==> src/rtl/neural_mem_pkg.sv <==
// Shared definitions for the neural-accelerator memory path: word/address
// widths matching the SDRAM controller and the fetch engine state encoding.
package neural_mem_pkg;

    localparam int ADDR_W = 24;
    localparam int DATA_W = 16;

    typedef enum logic [1:0] {
        IDLE  = 2'd0,
        ISSUE = 2'd1,
        WAIT  = 2'd2,
        DRAIN = 2'd3
    } fetch_state_t;

endpackage

==> src/rtl/sync_fifo.sv <==
// Single-clock FIFO with registered storage (no fall-through). Flush has
// priority over push/pop; a simultaneous push and pop keeps the count.
module sync_fifo #(
    parameter int WIDTH = 16,
    parameter int DEPTH = 8
) (
    input  logic                     clk,
    input  logic                     reset_n,
    input  logic                     push,
    input  logic                     pop,
    input  logic                     flush,
    input  logic [WIDTH-1:0]         wdata,
    output logic [WIDTH-1:0]         rdata,
    output logic [$clog2(DEPTH):0]   count,
    output logic                     empty,
    output logic                     full
);

    localparam int PTR_W = $clog2(DEPTH);
    localparam int CNT_W = PTR_W + 1;

    logic [WIDTH-1:0] mem_r [DEPTH];
    logic [PTR_W-1:0] wr_ptr_r;
    logic [PTR_W-1:0] rd_ptr_r;
    logic [CNT_W-1:0] count_r;
    logic             do_push_s;
    logic             do_pop_s;

    assign empty = (count_r == '0);
    assign full  = (count_r == CNT_W'(DEPTH));
    assign count = count_r;
    assign rdata = mem_r[rd_ptr_r];

    // Qualify requests so an overflow or underflow can never corrupt pointers.
    always_comb begin
        do_push_s = push && !full;
        do_pop_s  = pop && !empty;
    end

    // Storage, pointers and occupancy count.
    always_ff @(posedge clk or negedge reset_n) begin
        if (!reset_n) begin
            for (int i = 0; i < DEPTH; i++) begin
                mem_r[i] <= '0;
            end
            wr_ptr_r <= '0;
            rd_ptr_r <= '0;
            count_r  <= '0;
        end else if (flush) begin
            wr_ptr_r <= '0;
            rd_ptr_r <= '0;
            count_r  <= '0;
        end else begin
            if (do_push_s) begin
                mem_r[wr_ptr_r] <= wdata;
                wr_ptr_r        <= wr_ptr_r + PTR_W'(1);
            end
            if (do_pop_s) begin
                rd_ptr_r <= rd_ptr_r + PTR_W'(1);
            end
            case ({do_push_s, do_pop_s})
                2'b10:   count_r <= count_r + CNT_W'(1);
                2'b01:   count_r <= count_r - CNT_W'(1);
                default: count_r <= count_r;
            endcase
        end
    end

endmodule

==> src/rtl/weight_fetch_dma.sv <==
// Read-only fetch engine: turns one (base, length, stride) command into
// single-word reads on the controller handshake and streams the returned
// words out of a small buffer to the MAC array loader.
module weight_fetch_dma
    import neural_mem_pkg::*;
#(
    parameter int LEN_W      = 16,
    parameter int FIFO_DEPTH = 8,
    parameter int TIMEOUT    = 255
) (
    input  logic              clk,
    input  logic              reset_n,
    input  logic              start,
    input  logic [ADDR_W-1:0] base_addr,
    input  logic [LEN_W-1:0]  length,
    input  logic [7:0]        stride,
    input  logic              abort,
    output logic              busy,
    output logic              done,
    output logic              error,
    output logic              mem_rd_en,
    output logic [ADDR_W-1:0] mem_addr,
    input  logic [DATA_W-1:0] mem_rdata,
    input  logic              mem_ready,
    output logic              out_valid,
    output logic [DATA_W-1:0] out_data,
    input  logic              out_ready
);

    localparam int CNT_W = $clog2(FIFO_DEPTH) + 1;
    localparam int TO_W  = $clog2(TIMEOUT + 1);

    fetch_state_t      state_r;
    fetch_state_t      state_n;
    logic [ADDR_W-1:0] addr_r;
    logic [ADDR_W-1:0] addr_hold_r;
    logic [LEN_W-1:0]  remaining_r;
    logic [7:0]        stride_r;
    logic [TO_W-1:0]   to_cnt_r;
    logic              error_r;
    logic              done_r;

    logic              mem_rd_en_s;
    logic              accept_s;
    logic              zero_len_s;
    logic              push_s;
    logic              timeout_s;
    logic              drain_done_s;
    logic              flush_s;
    logic              pop_s;
    logic [CNT_W-1:0]  fifo_count_s;
    logic              fifo_empty_s;
    logic              fifo_full_s;

    // Only one request is ever outstanding, so checking space at issue time
    // guarantees the returned word has a free slot.
    assign mem_rd_en_s = (state_r == ISSUE) && (fifo_count_s < CNT_W'(FIFO_DEPTH));
    assign pop_s       = !fifo_empty_s && out_ready;

    assign busy      = (state_r != IDLE);
    assign done      = done_r;
    assign error     = error_r;
    assign mem_rd_en = mem_rd_en_s;
    assign mem_addr  = mem_rd_en_s ? addr_r : addr_hold_r;
    assign out_valid = !fifo_empty_s;

    // Next-state and per-cycle control strobes; abort outranks everything.
    always_comb begin
        state_n      = state_r;
        accept_s     = 1'b0;
        zero_len_s   = 1'b0;
        push_s       = 1'b0;
        timeout_s    = 1'b0;
        drain_done_s = 1'b0;
        flush_s      = 1'b0;
        if (abort && (state_r != IDLE)) begin
            state_n = IDLE;
            flush_s = 1'b1;
        end else begin
            case (state_r)
                IDLE: begin
                    if (start && (length != '0)) begin
                        accept_s = 1'b1;
                        state_n  = ISSUE;
                    end else if (start) begin
                        zero_len_s = 1'b1;
                    end else begin
                        state_n = IDLE;
                    end
                end
                ISSUE: begin
                    if (mem_rd_en_s) begin
                        state_n = WAIT;
                    end else begin
                        state_n = ISSUE;
                    end
                end
                WAIT: begin
                    if (mem_ready) begin
                        push_s  = !fifo_full_s;
                        state_n = (remaining_r == LEN_W'(1)) ? DRAIN : ISSUE;
                    end else if (to_cnt_r == TO_W'(TIMEOUT - 1)) begin
                        timeout_s = 1'b1;
                        flush_s   = 1'b1;
                        state_n   = IDLE;
                    end else begin
                        state_n = WAIT;
                    end
                end
                DRAIN: begin
                    if (fifo_empty_s) begin
                        drain_done_s = 1'b1;
                        state_n      = IDLE;
                    end else begin
                        state_n = DRAIN;
                    end
                end
                default: begin
                    state_n = IDLE;
                end
            endcase
        end
    end

    // State register and the registered completion pulse.
    always_ff @(posedge clk or negedge reset_n) begin
        if (!reset_n) begin
            state_r <= IDLE;
            done_r  <= 1'b0;
        end else begin
            state_r <= state_n;
            done_r  <= drain_done_s || zero_len_s;
        end
    end

    // Address/length counters, sticky error flag and request timeout counter.
    always_ff @(posedge clk or negedge reset_n) begin
        if (!reset_n) begin
            addr_r      <= '0;
            addr_hold_r <= '0;
            remaining_r <= '0;
            stride_r    <= '0;
            to_cnt_r    <= '0;
            error_r     <= 1'b0;
        end else begin
            if (accept_s) begin
                addr_r      <= base_addr;
                remaining_r <= length;
                stride_r    <= stride;
            end else if (push_s) begin
                addr_r      <= addr_r + {{(ADDR_W-8){1'b0}}, stride_r};
                remaining_r <= remaining_r - LEN_W'(1);
            end
            if (accept_s || zero_len_s) begin
                error_r <= 1'b0;
            end else if (timeout_s) begin
                error_r <= 1'b1;
            end
            if (mem_rd_en_s) begin
                to_cnt_r    <= '0;
                addr_hold_r <= addr_r;
            end else if (state_r == WAIT) begin
                to_cnt_r <= to_cnt_r + TO_W'(1);
            end
        end
    end

    sync_fifo #(
        .WIDTH (DATA_W),
        .DEPTH (FIFO_DEPTH)
    ) u_fifo (
        .clk     (clk),
        .reset_n (reset_n),
        .push    (push_s),
        .pop     (pop_s),
        .flush   (flush_s),
        .wdata   (mem_rdata),
        .rdata   (out_data),
        .count   (fifo_count_s),
        .empty   (fifo_empty_s),
        .full    (fifo_full_s)
    );

endmodule

==> config.mk <==
export PLATFORM = sky130hd
export DESIGN_NAME = weight_fetch_dma
export DESIGN_NICKNAME = d
export VERILOG_FILES = /design/src/rtl/neural_mem_pkg.sv /design/src/rtl/sync_fifo.sv /design/src/rtl/weight_fetch_dma.sv
export SDC_FILE = /design/constraint.sdc
export NUM_CORES = 1
export LEC_CHECK = 0
export CAP_MARGIN = 20
export CORE_ASPECT_RATIO = 0.8
export CORE_MARGIN = 2
export CORE_UTILIZATION = 27
export CTS_BUF_LIST = sky130_fd_sc_hd__clkbuf_8 sky130_fd_sc_hd__clkbuf_16
export DETAILED_ROUTE_END_ITERATION = 7
export HOLD_SLACK_MARGIN = 0.06
export PLACE_DENSITY = 0.57
export RECOVER_POWER = 100
export SETUP_SLACK_MARGIN = 0.3
export SYNTH_ARGS = -nofsm -noshare
export SYNTH_HDL_FRONTEND = slang
export SYNTH_SLANG_ARGS = --single-unit
==> constraint.sdc <==
create_clock -name clk -period 2.3 [get_ports clk]
set_input_delay 0.345 -clock clk [delete_from_list [all_inputs] [get_ports clk]]
set_output_delay 0.345 -clock clk [all_outputs]
set_load 0.02 [all_outputs]
==> metrics <==
Die X=227 um; Worst Path Arrival=2140 ps; final hold vios=0; Synth Cell Area=10800 um^2; GP Congestion=0.865; routed vias=8572; max-cap violations=1; Residual DRC=0; largest net degree at the start of global routing=59; syn nets=985; Slew headroom=-4.17%; worst-skew pair later-pin latency=530 ps; number of global-route vias before repair=8703; leading cell type in the layout, fill and taps excluded=dfrtp_1; synthesized instance count=898; root buffer cell=clkbuf_16; Post-layout nets=1293; RSZ-0062 raised after global routing=true; most used routing layer=met2; Initial Util=27.3%; Ant. Diodes=0; crit-path max cell delay=520 ps; pre-CTS setup slack=-218 ps; syn avg cell area=12.0 um^2; Slew @ Worst Pin=1560 ps; Async SR Flop Fraction=100%; total track usage=15.9%; first-pass GRT wire length=51600 um; Primary FF master, synth=dfrtp_1; area of the multi-input gates=6560 um^2; Total Wirelength=33900 um; yosys warns=0; CP Capture Type=output port; CTS tree=yes; fraction of layout cells with a size suffix above 1=51.1%; clock skew=15.4 ps; worst flop-to-flop path startpoint=stride_r[4]; Pre-antenna DRT Iters=5; Pleak=7.88 nW; hpwl dp=19500 um; # setup viols final=66; Seq/Total Area, Yosys=51.7%; Num CTS Buffers=26; PwrDens=1160 nW/um^2; initial antenna violation count=1; I/O pin cnt=115; Post-synth EDFFs=0; grt ovf=0; Highest Clock Rate=0.402 GHz; CP startpoint kind=flop; failing checks=max-capacitance violations, max-slew violations, negative setup slack; DRT iter0 DRCs=426; crit-path max FO=7; cell mode on critical path=buf_12; Max Root-Sink Buffers=3; area of the core=39400 um^2; r2r setup slk=-110 ps; Reg area=5560 um^2; # fillers=3545; Synth cell types=64; Routed Antenna Nets=0; H-tree depth=1; Std-Cell Rows=65; classification of the worst setup path=reg2out; Layout area overhead=59.7%; Die Span Y=182 um; Worst R2R Path Depth=9; Crit-path slowest cell=mux4_2; Setup crit start=u_fifo.rd_ptr_r[0]; most frequent cells in the layout=dfrtp_1, mux2_4, buf_6; clock-pin slew on the worst setup and hold paths=60 ps; Die ar.=41400 um^2; Worst Path Required=1960 ps; CP Cell Sequence=buf_12 > buf_12 > mux4_2 > mux2_4 > buf_6; met2 usage=24.3%; worst setup margin=-188 ps; CTS sink count=222; final period utilization=108%; port bufs=114; wire per inst=19.3 um; Via-to-Cell Ratio=4.89; Hold WS=358 ps; worst min path class=in2reg; worst reg2reg endpoint=addr_r[15]; crit path capture=out_data[0]; VDD IR max=0.552 mV; Yosys reg bits=222; status=finished with violations; GRT met1 Usage=23.7%; met3 Usage GRT=2.35%; Slew Viols, Final=59; Final Critical Period=2490 ps
cells by family (layout without fill, tap and decap cells):
kind of cell	Yosys count	after routing	share of synthesized area (%)
adders and majority gates	17	17	2.05
AOI/OAI and AO/OA	130	130	8.33
buffers and inverters	67	387	2.66
DFF	222	222	51.7
and+or+nand+nor	265	265	11.8
xor gates and xnor gates	17	17	1.38
muxes	180	180	22.2
stage by stage:
step / setup TNS, ps / instances / util [%] / area, um^2 / power (mW)
after global placement: -5520 / 1598 / 34.1 / 13400 / 12.1
after global routing: -20080 / 1754 / 43.6 / 17200 / 21.0
after floorplan: 0 / 898 / - / 10900 / 9.19
after detailed placement: -7480 / 1598 / 34.1 / 13400 / 12.2
final: -6820 / 1754 / 43.6 / 17200 / 20.0
after CTS: -4340 / 1714 / 41.0 / 16100 / 18.5
worst max-delay path: cells and delay by family (launching register included):
family                 cells  cell delay, ps
buffers and inverters      3             410
flip-flops                 1             380
multiplexers               2             830
area by class of cell:
cell class | instances | area share [%]
clock inverters | 8 | 0.182
repair buffers | 327 | 20.5
clock buffers | 32 | 4.33
well taps | 536 | 3.90
flip-flops and latches | 222 | 32.4
multi-input cells | 609 | 38.2
inverters | 20 | 0.525
worst min path at each step:
stage,startpoint,endpoint,cells past startpoint
4_1_cts,stride[2],stride_r[2],3
3_3_place_gp,reset_n,addr_hold_r[1],1
3_5_place_dp,reset_n,addr_hold_r[1],1
2_1_floorplan,reset_n,addr_hold_r[0],0
6_report,stride[2],stride_r[2],3
5_1_grt,stride[6],stride_r[6],3
report_power, final:
part           switching, mW  internal (mW)
combinational           5.02           5.42
clock                   1.61           2.24
sequential             0.890           4.78
timing repair:
action / in CTS / in global routing
pin swaps: 41 / 79
hold endpoints to repair: 51 / 0
cloned: 13 / 2
gates resized for setup: 512 / 237
endpoints found under the setup margin: 211 / 217
hold buffers: 1 / 0
buffers inserted: 62 / 38
Yosys cell counts (all sizes together), types with 2 or more instances:
cell type	count	share of area (%)
a21oi	18	0.84
clkbuf	28	0.99
a221o	6	0.56
nand4b	4	0.33
o311ai	13	1.1
a211oi	4	0.28
o21bai	3	0.21
dfrtp	222	52
o211ai	11	0.81
o2111ai	2	0.16
xnor2	6	0.49
a21o	2	0.14
mux4	32	6.7
ha	16	1.9
xor2	11	0.90
and4	3	0.24
nor4	8	0.47
or3	6	0.38
nor4b	2	0.30
o21ai	37	1.7
a31oi	7	0.41
buf	19	0.98
nand4	9	0.52
and3	2	0.12
mux2i	4	0.37
a32oi	4	0.33
or4	6	0.52
a22oi	9	0.63
inv	20	0.70
and2	4	0.23
mux2	144	15
nor3	8	0.42
nor2	36	1.3
nand2	142	5.0
nand3	28	1.4
o41ai	4	0.40
state kept, by name, indices dropped and copies added (netlist names):
| register | count |
|---|---|
| done | 1 |
| u_fifo.mem_r | 128 |
| addr_r | 24 |
| u_fifo.count | 4 |
| stride_r | 8 |
| to_cnt_r | 8 |
| addr_hold_r | 24 |
| state_r | 2 |
| remaining_r | 16 |
| u_fifo.rd_ptr_r | 3 |
| u_fifo.wr_ptr_r | 3 |
| error | 1 |
metal layers:
layer / part of all wire [%] / routed length [um]
met1: 48 / 16200
met2: 47 / 15800
met3: 3.6 / 1220
met4: 1.7 / 578
met5: 0 / 0
Note: power is estimated with default switching activity, not from simulation.
